`src/rtl/pipelined_alu_mc.sv`:
```
// Registered, valid/ready-handshaked ALU with an iterative shift-add unsigned multiply.
// Single-cycle ops load the result registers on the accepting edge; MULTU iterates one bit per edge.
module pipelined_alu_mc #(
  parameter int WIDTH   = 32,
  parameter int SHAMT_W = 5
) (
  input  logic               clk,
  input  logic               rst,
  input  logic               in_valid,
  output logic               in_ready,
  input  logic [WIDTH-1:0]   src1,
  input  logic [WIDTH-1:0]   src2,
  input  logic [SHAMT_W-1:0] shamt,
  input  logic [5:0]         funct,
  output logic               out_valid,
  input  logic               out_ready,
  output logic [WIDTH-1:0]   result,
  output logic [WIDTH-1:0]   result_hi,
  output logic               zero,
  output logic               carry,
  output logic               busy
);

  localparam logic [5:0] F_ADDU  = 6'h09;
  localparam logic [5:0] F_SUBU  = 6'h0A;
  localparam logic [5:0] F_AND   = 6'h11;
  localparam logic [5:0] F_OR    = 6'h12;
  localparam logic [5:0] F_SLL   = 6'h21;
  localparam logic [5:0] F_SRL   = 6'h22;
  localparam logic [5:0] F_MULTU = 6'h19;

  typedef enum logic {S_IDLE, S_MUL} state_t;

  state_t               state_q, state_d;
  logic                 out_valid_q, out_valid_d;
  logic [WIDTH-1:0]     res_q, res_d, res_hi_q, res_hi_d;
  logic                 zero_q, zero_d, carry_q, carry_d;
  logic [2*WIDTH-1:0]   prod_q, prod_d;
  logic [WIDTH-1:0]     mcand_q, mcand_d;
  logic [SHAMT_W-1:0]   cnt_q, cnt_d;

  logic                 accept;
  logic [WIDTH-1:0]     alu_res;
  logic                 alu_c;
  logic [WIDTH:0]       hi_sum;
  logic [2*WIDTH-1:0]   prod_step;

  assign in_ready  = !rst && (state_q == S_IDLE) && (!out_valid_q || out_ready);
  assign accept    = in_valid && in_ready;
  assign out_valid = out_valid_q;
  assign result    = res_q;
  assign result_hi = res_hi_q;
  assign zero      = zero_q;
  assign carry     = carry_q;
  assign busy      = (state_q == S_MUL);

  // Shift/pad tricks expose the bit shifted out at a fixed position, giving the carry for free.
  always_comb begin
    alu_res = '0;
    alu_c   = 1'b0;
    case (funct)
      F_ADDU:  {alu_c, alu_res} = {1'b0, src1} + {1'b0, src2};
      F_SUBU:  begin alu_res = src1 - src2; alu_c = (src1 < src2); end
      F_AND:   alu_res = src1 & src2;
      F_OR:    alu_res = src1 | src2;
      F_SLL:   {alu_c, alu_res} = {1'b0, src1} << shamt;
      F_SRL:   {alu_res, alu_c} = {src1, 1'b0} >> shamt;
      default: ;
    endcase
  end

  // Low half of prod_q starts as the multiplier and is shifted out as the product shifts in.
  assign hi_sum    = {1'b0, prod_q[2*WIDTH-1:WIDTH]} + (prod_q[0] ? {1'b0, mcand_q} : '0);
  assign prod_step = {hi_sum, prod_q[WIDTH-1:1]};

  always_comb begin
    state_d     = state_q;
    out_valid_d = out_valid_q;
    res_d       = res_q;
    res_hi_d    = res_hi_q;
    zero_d      = zero_q;
    carry_d     = carry_q;
    prod_d      = prod_q;
    mcand_d     = mcand_q;
    cnt_d       = cnt_q;
    if (out_ready) out_valid_d = 1'b0;
    case (state_q)
      S_IDLE: begin
        if (accept) begin
          if (funct == F_MULTU) begin
            state_d = S_MUL;
            prod_d  = {{WIDTH{1'b0}}, src2};
            mcand_d = src1;
            cnt_d   = '0;
          end else begin
            res_d       = alu_res;
            res_hi_d    = '0;
            carry_d     = alu_c;
            zero_d      = (alu_res == '0);
            out_valid_d = 1'b1;
          end
        end
      end
      S_MUL: begin
        prod_d = prod_step;
        cnt_d  = cnt_q + 1'b1;
        if (cnt_q == SHAMT_W'(WIDTH-1)) begin
          state_d     = S_IDLE;
          res_d       = prod_step[WIDTH-1:0];
          res_hi_d    = prod_step[2*WIDTH-1:WIDTH];
          carry_d     = |prod_step[2*WIDTH-1:WIDTH];
          zero_d      = (prod_step == '0);
          out_valid_d = 1'b1;
        end
      end
      default: state_d = S_IDLE;
    endcase
  end

  always_ff @(posedge clk or posedge rst) begin
    if (rst) begin
      state_q     <= S_IDLE;
      out_valid_q <= 1'b0;
      res_q       <= '0;
      res_hi_q    <= '0;
      zero_q      <= 1'b0;
      carry_q     <= 1'b0;
      prod_q      <= '0;
      mcand_q     <= '0;
      cnt_q       <= '0;
    end else begin
      state_q     <= state_d;
      out_valid_q <= out_valid_d;
      res_q       <= res_d;
      res_hi_q    <= res_hi_d;
      zero_q      <= zero_d;
      carry_q     <= carry_d;
      prod_q      <= prod_d;
      mcand_q     <= mcand_d;
      cnt_q       <= cnt_d;
    end
  end

endmodule

```
`config.mk`:
```
export PLATFORM = sky130hd
export DESIGN_NAME = pipelined_alu_mc
export DESIGN_NICKNAME = d
export VERILOG_FILES = /design/src/rtl/pipelined_alu_mc.sv
export SDC_FILE = /design/constraint.sdc
export NUM_CORES = 1
export LEC_CHECK = 0
export BUFFER_PORTS_ARGS = -buffer_cell sky130_fd_sc_hd__clkbuf_2
export CAP_MARGIN = 20
export CORE_UTILIZATION = 38
export DETAILED_ROUTE_END_ITERATION = 10
export PLACE_DENSITY = 0.55
export SYNTH_ARGS = -nofsm -noshare
export SYNTH_HDL_FRONTEND = slang
export SYNTH_SLANG_ARGS = --single-unit
export TNS_END_PERCENT = 50
```
`constraint.sdc`:
```
create_clock -name clk -period 7.7 [get_ports clk]
set_input_delay 1.54 -clock clk [delete_from_list [all_inputs] [get_ports clk]]
set_output_delay 1.54 -clock clk [all_outputs]
set_load 0.05 [all_outputs]
```
; ---- Word level (Yosys, flattened, before mapping)
; Index checks and enable logic that the tools add are counted.
[totals]
ff_bits = 169
in_bits = 79
out_inout_bits = 69
wordCells = 77
[classes]
addsub = 4
magnitude_cmp = 1
eq_ne = 12
shifts = 2
n_mux = 34
bitwise_logic = 3
reduce_logical = 12
[op_table]
columns = cell, count
row1 = 32-bit two-way mux, 7
row2 = 32-bit one-hot mux with 6 select lines, 1
row3 = 64-bit two-way mux, 2
row4 = 32-bit one-hot mux with 2 select lines, 2
row5 = 64-bit one-hot mux with 2 select lines, 1
row6 = 32-bit by 32-bit adder with 33-bit output, 2
row7 = 64-bit logical NOT, 1
row8 = 32-bit by 5-bit << shifter with 33-bit output, 1
row9 = 33-bit by 5-bit right shift with 33-bit output, 1
row10 = 32-bit AND, 1
row11 = 32-bit logical NOT, 1
row12 = 32-bit less-than comparator, 1
row13 = 32-bit OR, 1
row14 = 32-bit OR reduction, 1
row15 = 32-bit subtractor, 1
row16 = "6-bit by 5-bit equality test with 1-bit output, second input constant", 3
row17 = 1-bit two-way mux, 13
row18 = "6-bit by 4-bit equality test with 1-bit output, second input constant", 2
row19 = "6-bit equality test, second input constant", 2
row20 = 5-bit two-way mux, 2
row21 = 5-bit one-hot mux with 2 select lines, 1
row22 = 1-bit one-hot mux with 2 select lines, 4
row23 = 3-bit AND reduction, 2
row24 = "5-bit by 1-bit adder with 5-bit output, second input constant", 1
row25 = 9 further kinds, 14

; ---- Longest topological paths before layout
; Gate-level depths: netlist (run 1).
[depth]
ltp_word = 6
depth_mapped = 17

; ---- Worst setup path after synthesis (run 1)
; OpenSTA, ideal clock, no wires.
[synth_timing]
path_type = in2reg
from = in src1[10]
to = reg zero_q, in the netlist zero
setup_ns = 0.076
arrival_ns = 4.896
required_ns = 7.624
path_slack_ns = 2.728
cell_stages = 15
cell_sequence = clkbuf_1 inv_1 ha_1 clkbuf_1 or2_1 or4b_4 a311oi_2 nor3_1 a221o_1 a221o_1 nor4_1 nand4_1 nor4_2 nand4_1 o21ai_1
[synth_via]
elab_chain_len = 6
elab_cells_between_ends = 11
classes_between = add/sub (2) / shift (2) / mux (4) / bitwise (2) / reduce/logical (1)
[synth_lines]
columns = element, line_no
row1 = "start, declared", 11  ; input logic [WIDTH-1:0] src1,
row2 = 32-bit subtractor (tied with other cells), 63  ; F_SUBU: begin alu_res = src1 - src2; alu_c = (src1 < src2); end
row3 = 32-bit one-hot mux with 6 select lines (*), 61  ; case (funct)
row4 = 32-bit logical NOT (*), 99  ; zero_d = (alu_res == '0);
row5 = 1-bit two-way mux (*), 90  ; if (funct == F_MULTU) begin
row6 = 1-bit two-way mux (*), 89  ; if (accept) begin
row7 = 1-bit one-hot mux with 2 select lines (*), 87  ; case (state_q)
row8 = "end signal, assigned", 136  ; zero_q <= zero_d;
row9 = "end, declared", 37  ; logic zero_q, zero_d, carry_q, carry_d;
; Mark *: on every way between the ends. The rest lies on a longest branch, timed or not. The select of a mux whose other input is x is not followed.
; A chain may end at the register's enable or synchronous reset.

; ---- Worst setup path in the final report (run 1)
[layout_timing]
from = in shamt[0]
to = reg zero_q, in the netlist zero
[layout_via]
elab_chain_len = 6
elab_cells_between_ends = 7
classes_between = shift (2) / mux (4) / reduce/logical (1)
[layout_lines]
columns = element, line_no
row1 = "start, declared", 13  ; input logic [SHAMT_W-1:0] shamt,
row2 = 33-bit by 5-bit right shift with 33-bit output or 32-bit by 5-bit << shifter with 33-bit output (tied branches), "67, 66"
row3 = 32-bit one-hot mux with 6 select lines (*), 61
row4 = 32-bit logical NOT (*), 99
row5 = 1-bit two-way mux (*), 90
row6 = 1-bit two-way mux (*), 89
row7 = 1-bit one-hot mux with 2 select lines (*), 87
; Marks and branches as above.

==> results of run 1 <==
[power by group]
group          leakage, nW  switching [mW]  internal [mW]
Clock                0.299           0.404          0.525
Sequential            2.23           0.192           1.09
Combinational         7.06            1.27          0.607
Total                 9.59            1.87           2.22
[metrics by stage]
| stage | util [%] | instances | instance area [um^2] | power (mW) |
|---|---|---|---|---|
| after CTS | 42.40 | 3098 | 20840 | 4.066 |
| after global routing | 42.41 | 3099 | 20850 | 4.302 |
| after global placement | 41.08 | 3063 | 20190 | 3.126 |
| final | 42.42 | 3101 | 20850 | 4.085 |
| after detailed placement | 41.12 | 3066 | 20210 | 3.126 |
| after floorplan | - | 2396 | 19050 | 2.517 |
[placed cells by master, fill, tap and decap left out, types with 13 or more instances in the layout]
| cell | instances |
|---|---|
| mux2_2 | 24 |
| nor2_1 | 184 |
| mux2i_1 | 91 |
| o221ai_1 | 17 |
| a21oi_1 | 158 |
| a221oi_1 | 18 |
| inv_1 | 112 |
| ha_1 | 139 |
| xnor2_1 | 24 |
| clkbuf_16 | 17 |
| dfrtp_1 | 168 |
| a31oi_1 | 16 |
| nor2b_1 | 28 |
| o211ai_1 | 27 |
| clkbuf_2 | 145 |
| o22ai_1 | 13 |
| o21a_1 | 17 |
| nand3_1 | 57 |
| nand4_1 | 26 |
| nor3_1 | 58 |
| a211oi_1 | 32 |
| mux4_2 | 61 |
| and3_1 | 13 |
| or2_2 | 15 |
| a22oi_1 | 41 |
| o21ai_0 | 150 |
| a2111oi_0 | 13 |
| nand2b_1 | 24 |
| buf_4 | 40 |
| a21o_1 | 36 |
| nor4_1 | 25 |
| nand2_1 | 343 |
| o31ai_1 | 16 |
| and2_1 | 36 |
[metal layers]
metal / up-vias / GRT usage [%] / share of wire [%]
met4: 2 / 16.22 / 5.0
li1: 8883 / - / -
met1: 9842 / 47.13 / 42
met5: - / 0 / 0.019
met3: 208 / 7.052 / 8.6
met2: 1201 / 54.24 / 44
[cells by family after synthesis]
group	synth area share [%]
compound gates	24.72
flops	22.20
mux	14.28
xor+xnor	1.517
simple gates	21.43
buf+inv	6.411
fa+ha+maj	9.445
[state kept, by name (all words and copies together), names as in the netlist]
name / flops
prod_q: 64
mcand_q: 32
result: 32
result_hi: 32
cnt_q: 5
busy: 1
carry: 1
out_valid: 1
zero: 1
[worst max-delay path, cell delays in order]
cell,delay [ps]
buf_6,500
buf_4,510
nand3b_1,240
o21ai_0,200
a211oi_1,880
nor3_1,260
a2111oi_0,810
nand3_1,200
o22ai_1,150
a21bo_2,270
or4_1,500
o21ai_1,130
[final timing paths]
kind                               start       endpoint  slack [ps]  depth (start not counted)
hold reg to reg            result_hi[12]  result_hi[12]         460                          2
setup reg to reg               prod_q[0]          carry        2140                         15
max in group asynchronous            rst     result[13]        4970                          3
min in group asynchronous            rst      result[9]        1330                          2
hold / removal             result_hi[12]  result_hi[12]         460                          2
setup / recovery                shamt[0]           zero        1850                         12
[cell type report]
class                      instances  area, um^2  share of cell area, %
sequential                       169        4230                  20.29
clock inverter                    15       201.4                 0.9661
inverter                         115       436.7                  2.094
timing repair buffer             189        1056                  5.065
clock buffer                      17       425.4                  2.040
multi-input combinational       1930       13670                  65.54
antenna                            2       5.005                0.02400
tap                              664       830.8                  3.984
==> flow_summary.ini, run 1 <==
[finish]
fillerInstances = 5064
area_growth_pct = 9.458
drive_gt1_share_pct = 14.95
nNetsFinal = 2643

[clock_tree]
clock-sinks = 169
clockBufferDepth = 2
cts_tree = done
clk_latency_ps = 450
htree_num_levels = 4
post_cts_buffers = 0
post_cts_resized = 0
cts_buffers = 17
cts-root-buf = clkbuf_16
ctsHoldBuffers = 0
clk_pin_slew_ps = 80

[critical_path]
arrival_ps = 6230
crit_path_end_kind = register
path_max_fanout = 57
worstSetupPathType = in2reg
cp_data_required_time_ps = 8080
worstSetupStartpointType = input pin

[timing]
clock_skew_ps = 19.79
final.period_utilization_pct = 75.99
clock.fmax_mhz = 170.9
finalHoldWorstSlack_ps = 464.1
final_hold_viol_count = 0
worst_pin_slew_ps = 1118
post-route-min-period_ps = 5851
slew_violations = 0
relSlewSlack_pct = 23.34
rsz0062_at_grt = false
tns_ps = 0
setup_viol = 0
setup_slack_ps = 1849

[synth]
synth_cell_types = 93
synth_most_common_cell = nand2_1
yosys_warnings = 0
synth-edff-count = 0
syn_nets = 2617
synth_area_mm2 = 0.01905
synthTopCellsByArea = dfrtp_1 22%, ha_1 9.1%, mux4_2 7.2%
syn_area_per_cell_um2 = 7.951
ys_seq_area_share_pct = 22.20
synth_top_area_share_pct = 22.20
syn_inst = 2396
ys_seq_elements = 169
synth_common_cells = 344 x nand2_1, 188 x nor2_1, 169 x dfrtp_1
synth_flop_cell = dfrtp_1
synth_top_cell_by_area = dfrtp_1
async_flop_share_pct = 100.0

[grt]
track_usage_pct = 35.20
grt_pass1_wl_um = 131900
overflow = 0
grt_pass1_vias = 19110
grt_max_degree = 106
antenna_found_initial = 3

[placed_design]
preCtsSetupSlack_ps = 1628
hpwl_um = 70510
port_buffers = 147
place_congestion = 1.028

[floorplan]
die_area_mm2 = 0.05103
die_width_um = 225.9
core_mm2 = 0.04915
fp.dieH_um = 225.9
io_pins = 148
num_rows = 81
initial_utilization_pct = 38.76

[power_and_ir_drop]
power_density_mw_per_mm2 = 195.9
vdd_ir_drop_max_mv = 0.1301
p_leak_nw = 9.594

[drt]
ant_nets = 0
drt_iter0_drc = 2494
post_drt_via_cell_ratio = 6.493
first_pass_iters = 6
vias = 20140
wirelength_um = 90490
drc_errors = 0
wl_per_cell_um = 29.18

[job]
drv_cap = 0

[outcome]
status = finished, final reports clean

[worst_hold_path]
hold_class = reg2reg
Power figures use the tool's default switching activity.
==> inputs of run 2 (changes only) <==
- ABC_AREA: default -> 1
- PLACE_DENSITY: 0.55 -> 0.57
- clock period: 7.7 -> 5.1 ns (I/O delays scaled with it)
==> flow_summary.ini, run 2 <==
[outcome]
status = finished, final reports clean

[grt]
overflow = 0
antenna_found_initial = 2
grt_pass1_wl_um = 130300
grt_max_degree = 94
track_usage_pct = 34.57
grt_pass1_vias = 20800

[finish]
final_core_util_pct = 42.16
final_common_cell = nand2_1
area_growth_pct = 9.624
largest_reg_flops = 64
top_register = prod_q
nNetsFinal = 3573
layout_common_cells = 1008 x nand2_1, 539 x nand3_1, 464 x inv_1, 272 x nor2_1, 168 x dfrtp_1
n_antenna_cell = 0
drive_gt1_share_pct = 8.975

[critical_path]
path_max_fanout = 7
crit_buf_inv = 2
crit_path_end_kind = register
crit_start = src1[11]
cpMostUsedCell = nand2_1
critPathSlowestCell = ha_1
cpPeakStageDelay_ps = 460
arrival_ps = 4540
worstPathCellList = clkbuf_2 -> inv_1 -> ha_1 -> nor2_1 -> nand2_1 -> nor2_1 -> nand2_1 -> nand3_1 -> nand2_1 -> nand3_1 -> nand2_1 -> nor2_1 -> nand4_1 -> nor2_1 -> nand3_1 -> o21ai_1 -> nand2_1 -> nand2_1
worstSetupStartpointType = input pin
r2r_start = prod_q[0]
cp_data_required_time_ps = 5520
crit_family = simple AND/OR/NAND/NOR gates
worstSetupPathType = in2reg

[synth]
yosys.area_share.simple_pct = 44.04
yosys_warnings = 0
synth_top_area_share_pct = 21.92
syn_nets = 3505
synth_top_cell_by_area = dfrtp_1
synth_xor_xnor_area_share_pct = 0.4994
async_flop_share_pct = 100.0
ys_seq_area_share_pct = 21.92
synthTopCellsByArea = dfrtp_1 22%, nand2_1 20%, nand3_1 14%
synth-edff-count = 0
syn_area_per_cell_um2 = 5.875
synth.area.mux_share_pct = 0
synth_cell_types = 46
synth_common_cells = 1008 x nand2_1, 539 x nand3_1, 466 x inv_1
synth-compound-area-share_pct = 11.21
syn_inst = 3284
synthAdderAreaFrac_pct = 9.326
ys_seq_elements = 169
synth_area_mm2 = 0.01929
synth_top_family_by_area = simple AND/OR/NAND/NOR gates
synth_flop_cell = dfrtp_1
synth_most_common_cell = nand2_1

[drt]
drt_iter0_drc = 2591
wl_met3_um = 6205
post_drt_via_cell_ratio = 5.491
wirelength_um = 88220
first_pass_iters = 6
wl_per_cell_um = 21.85
ant_nets = 0
top_layer = met4
m1WireLength_um = 38150
drc_errors = 0
vias = 22170
wl_met2_um = 38100

[power_and_ir_drop]
p_switching_mw = 2.670
comb_power_share_pct = 42.2
power.share.clock_pct = 26.2
seqPwrFrac_pct = 31.6
power_density_mw_per_mm2 = 276.6
sw_frac_of_total_pct = 45.64
p_leak_nw = 11.79
cellInternalPower_mw = 3.180
vdd_ir_drop_max_mv = 0.2835

[timing]
final.period_utilization_pct = 80.68
post-route-min-period_ps = 4115
clock.fmax_mhz = 243.0
finalHoldWorstSlack_ps = 480.3
final_hold_viol_count = 0
tns_ps = 0
setup_viol = 0
relSlewSlack_pct = 38.22
rsz0062_at_grt = false
setup_slack_ps = 985.1
slew_violations = 0
clock_skew_ps = 27.35
worst_pin_slew_ps = 925.3

[job]
drv_cap = 0

[clock_tree]
clock-sinks = 169
ctsHoldBuffers = 0
htree_num_levels = 4
clk_latency_ps = 510
cts_buffers = 17
clk_pin_slew_ps = 70
clockBufferDepth = 2
post_cts_buffers = 0
cts-root-buf = clkbuf_16
cts_tree = done
post_cts_resized = 0

[worst_hold_path]
min-delay-start = result_hi[29]
hold_class = reg2reg

[floorplan]
fp.dieH_um = 227.3
io_pins = 148
num_rows = 82
die_area_mm2 = 0.05168
initial_utilization_pct = 38.46
die_width_um = 227.3
core_mm2 = 0.05017

[placed_design]
preCtsSetupSlack_ps = 599.5
port_buffers = 147
hpwl_um = 72310
place_congestion = 1.042
==> run 2: power by group through the flow <==
stage	combinational, mW	clock, mW	sequential, mW
after floorplan	1.45	0	2.09
after global placement	2.44	0	1.87
after detailed placement	2.44	0	1.86
after CTS	2.44	1.57	1.85
after global routing	2.72	1.61	1.88
final	2.47	1.53	1.85
==> run 2: cells by family after synthesis <==
family / count (synthesis)
AOI/OAI and AO/OA: 370
xor gates and xnor gates: 11
adders and majority gates: 142
buffers and inverters: 616
DFF: 169
and+or+nand+nor: 1976
==> run 2: metal layers <==
metal | vias to the layer above | global-route usage, %
met3 | 172 | 5.021
met2 | 967 | 53.36
met4 | 0 | 20.57
met5 | - | 0
met1 | 10320 | 45.66
li1 | 10710 | -
==> run 2: tightest hold or removal path, cell delays in order, from the launching register on <==
cell     delay [ps]
dfrtp_1         340
nand2_1          50
o31ai_1          50
==> run 2: area by class of cell <==
class	instances	area, um^2
repair buffers	186	1041
well taps	672	840.8
clock inverters	13	202.7
inverters	479	1808
fillers	5698	29020
multi-input cells	2499	12570
flip-flops and latches	169	4230
clock buffers	19	452.9
==> run 2: stage by stage <==
stage | area [um^2] | instances | total power, mW
after global placement | 20490 | 4005 | 4.302
after detailed placement | 20490 | 4005 | 4.303
after global routing | 21150 | 4037 | 6.207
after CTS | 21150 | 4037 | 5.859
after floorplan | 19300 | 3284 | 3.537
final | 21150 | 4037 | 5.849
==> run 2: worst paths after layout <==
check	to	cells past startpoint	slack, ps
setup / recovery	zero	18	990
hold / removal	result_hi[29]	2	480
setup reg to reg	zero	23	1570
hold reg to reg	result_hi[29]	2	480
max in group asynchronous	busy	3	3390
min in group asynchronous	result_hi[16]	2	670
==> inputs of run 3 (changes only) <==
- PLACE_DENSITY: 0.57 -> 0.55
- clock period: 5.1 -> 3.9 ns (I/O delays scaled with it)
==> flow_summary.ini, run 3 (synthesis results as in run 2) <==
[power_and_ir_drop]
power.total_mw = 7.592
cellInternalPower_mw = 4.050
p_leak_nw = 12.36
seqPwrFrac_pct = 32.0
power.share.clock_pct = 22.8
vdd_ir_drop_max_mv = 0.2040
comb_power_share_pct = 45.2
p_switching_mw = 3.542
sw_frac_of_total_pct = 46.65
power_density_mw_per_mm2 = 344.2

[timing]
slew_violations = 0
setup_viol = 0
relSlewSlack_pct = 27.69
clock_skew_ps = 14.93
post-route-min-period_ps = 3807
finalHoldWorstSlack_ps = 272.6
final.period_utilization_pct = 97.61
tns_ps = 0
worst_pin_slew_ps = 1085
final_hold_viol_count = 0
rsz0062_at_grt = false
clock.fmax_mhz = 262.7

[finish]
layout_common_cells = 1008 x nand2_1, 539 x nand3_1, 464 x inv_1, 272 x nor2_1, 168 x dfrtp_1
area_growth_pct = 14.35
final_common_cell = nand2_1
layoutNonFillerInstCount = 4154
final_core_util_pct = 43.97
n_antenna_cell = 0
largest_reg_flops = 64
nNetsFinal = 3690
top_register = prod_q
drive_gt1_share_pct = 12.03
fillerInstances = 5540

[grt]
grt_max_degree = 84
grt_pass1_vias = 21600
antenna_found_initial = 0
overflow = 0
track_usage_pct = 37.26
grt_pass1_wl_um = 139500

[clock_tree]
clock-sinks = 169
htree_num_levels = 4
cts_buffers = 17
ctsHoldBuffers = 0
clk_pin_slew_ps = 80
cts_tree = done
clockBufferDepth = 2
post_cts_resized = 0
clk_latency_ps = 450
cts-root-buf = clkbuf_16
post_cts_buffers = 0

[drt]
first_pass_iters = 6
vias = 22950
wl_per_cell_um = 23.19
post_drt_via_cell_ratio = 5.524
drc_errors = 0
ant_nets = 0
drt_iter0_drc = 2604
wirelength_um = 96310

[floorplan]
core_mm2 = 0.05017
fp.dieH_um = 227.3
num_rows = 82
io_pins = 148
die_width_um = 227.3
initial_utilization_pct = 38.46
die_area_mm2 = 0.05168

[critical_path]
worstSetupStartpointType = input pin
arrival_ps = 4200
path_max_fanout = 6
r2r_start = prod_q[0]
r2r_cells = 22
reg2reg_to = zero
reg2reg_slack_ps = 340
cp_data_required_time_ps = 4290
crit_path_end_kind = register
worstSetupPathType = in2reg
crit_start = src1[1]

[placed_design]
port_buffers = 147
dpl.cell_count = 4122
hpwl_um = 80560
place_congestion = 1.130

[worst_hold_path]
hold_class = in2async

[outcome]
status = finished, final reports clean

[job]
drv_cap = 0
==> run 3: changes by cell type in the layout (fill, tap and decap cells not counted), sizes merged <==
cell,delta
buf,+117
clkinv,+6
clkbuf,-1
inv,-1
bufinv,-3
clkinvlp,-1
==> run 3: power by group through the flow <==
stage	sequential (mW)	clock (mW)	combinational (mW)
6_report	2.43	1.73	3.43
5_1_grt	2.47	1.82	3.74
4_1_cts	2.42	1.76	3.39
3_5_place_dp	2.44	0	3.38
3_3_place_gp	2.44	0	3.37
2_1_floorplan	2.73	0	1.90
==> run 3: metrics by stage <==
step | setup WS [ps] | area [um^2]
2_1_floorplan | 965.3 | 19300
4_1_cts | 246.0 | 22060
3_5_place_dp | -205.5 | 21480
6_report | 93.21 | 22060
3_3_place_gp | -289.2 | 21480
5_1_grt | 16.29 | 22060
==> run 3: worst max path at each step <==
stage,end,depth (start not counted)
final,zero,20
after global placement,zero,20
after CTS,zero,20
after global routing,zero,20
after floorplan,busy,1
after detailed placement,zero,20
==> run 3: layout make-up <==
type | instances | area, um^2 | area share (%)
multi-input combinational | 2499 | 12570 | 57.00
sequential | 169 | 4230 | 19.18
inverter | 479 | 1807 | 8.190
tap | 672 | 840.8 | 3.811
clock buffer | 18 | 439.2 | 1.991
timing repair buffer | 303 | 2032 | 9.211
clock inverter | 14 | 137.6 | 0.6239
==> run 3: worst max-delay path, stage by stage <==
cell	delay, ps
clkbuf_2	180
inv_1	230
fa_1	490
inv_1	160
nand3_1	120
nand2_1	220
nand2_1	130
nand2_2	170
nand2_1	80
nand3_1	80
nand3b_1	80
nor2_1	360
nand2_1	90
nor2_1	380
nand2_1	100
nor2_1	120
nand3_1	100
o21ai_1	170
nand2_1	80
nand2_1	80
==> run 3: metal layers <==
metal	share of wire (%)	up-vias	track usage, %	wire, um
met5	0	-	0	0
met1	42	10760	48.67	40740
met3	7.2	181	4.491	6947
met2	45	1061	59.81	42860
li1	-	10950	-	-
met4	6.0	0	20.13	5765
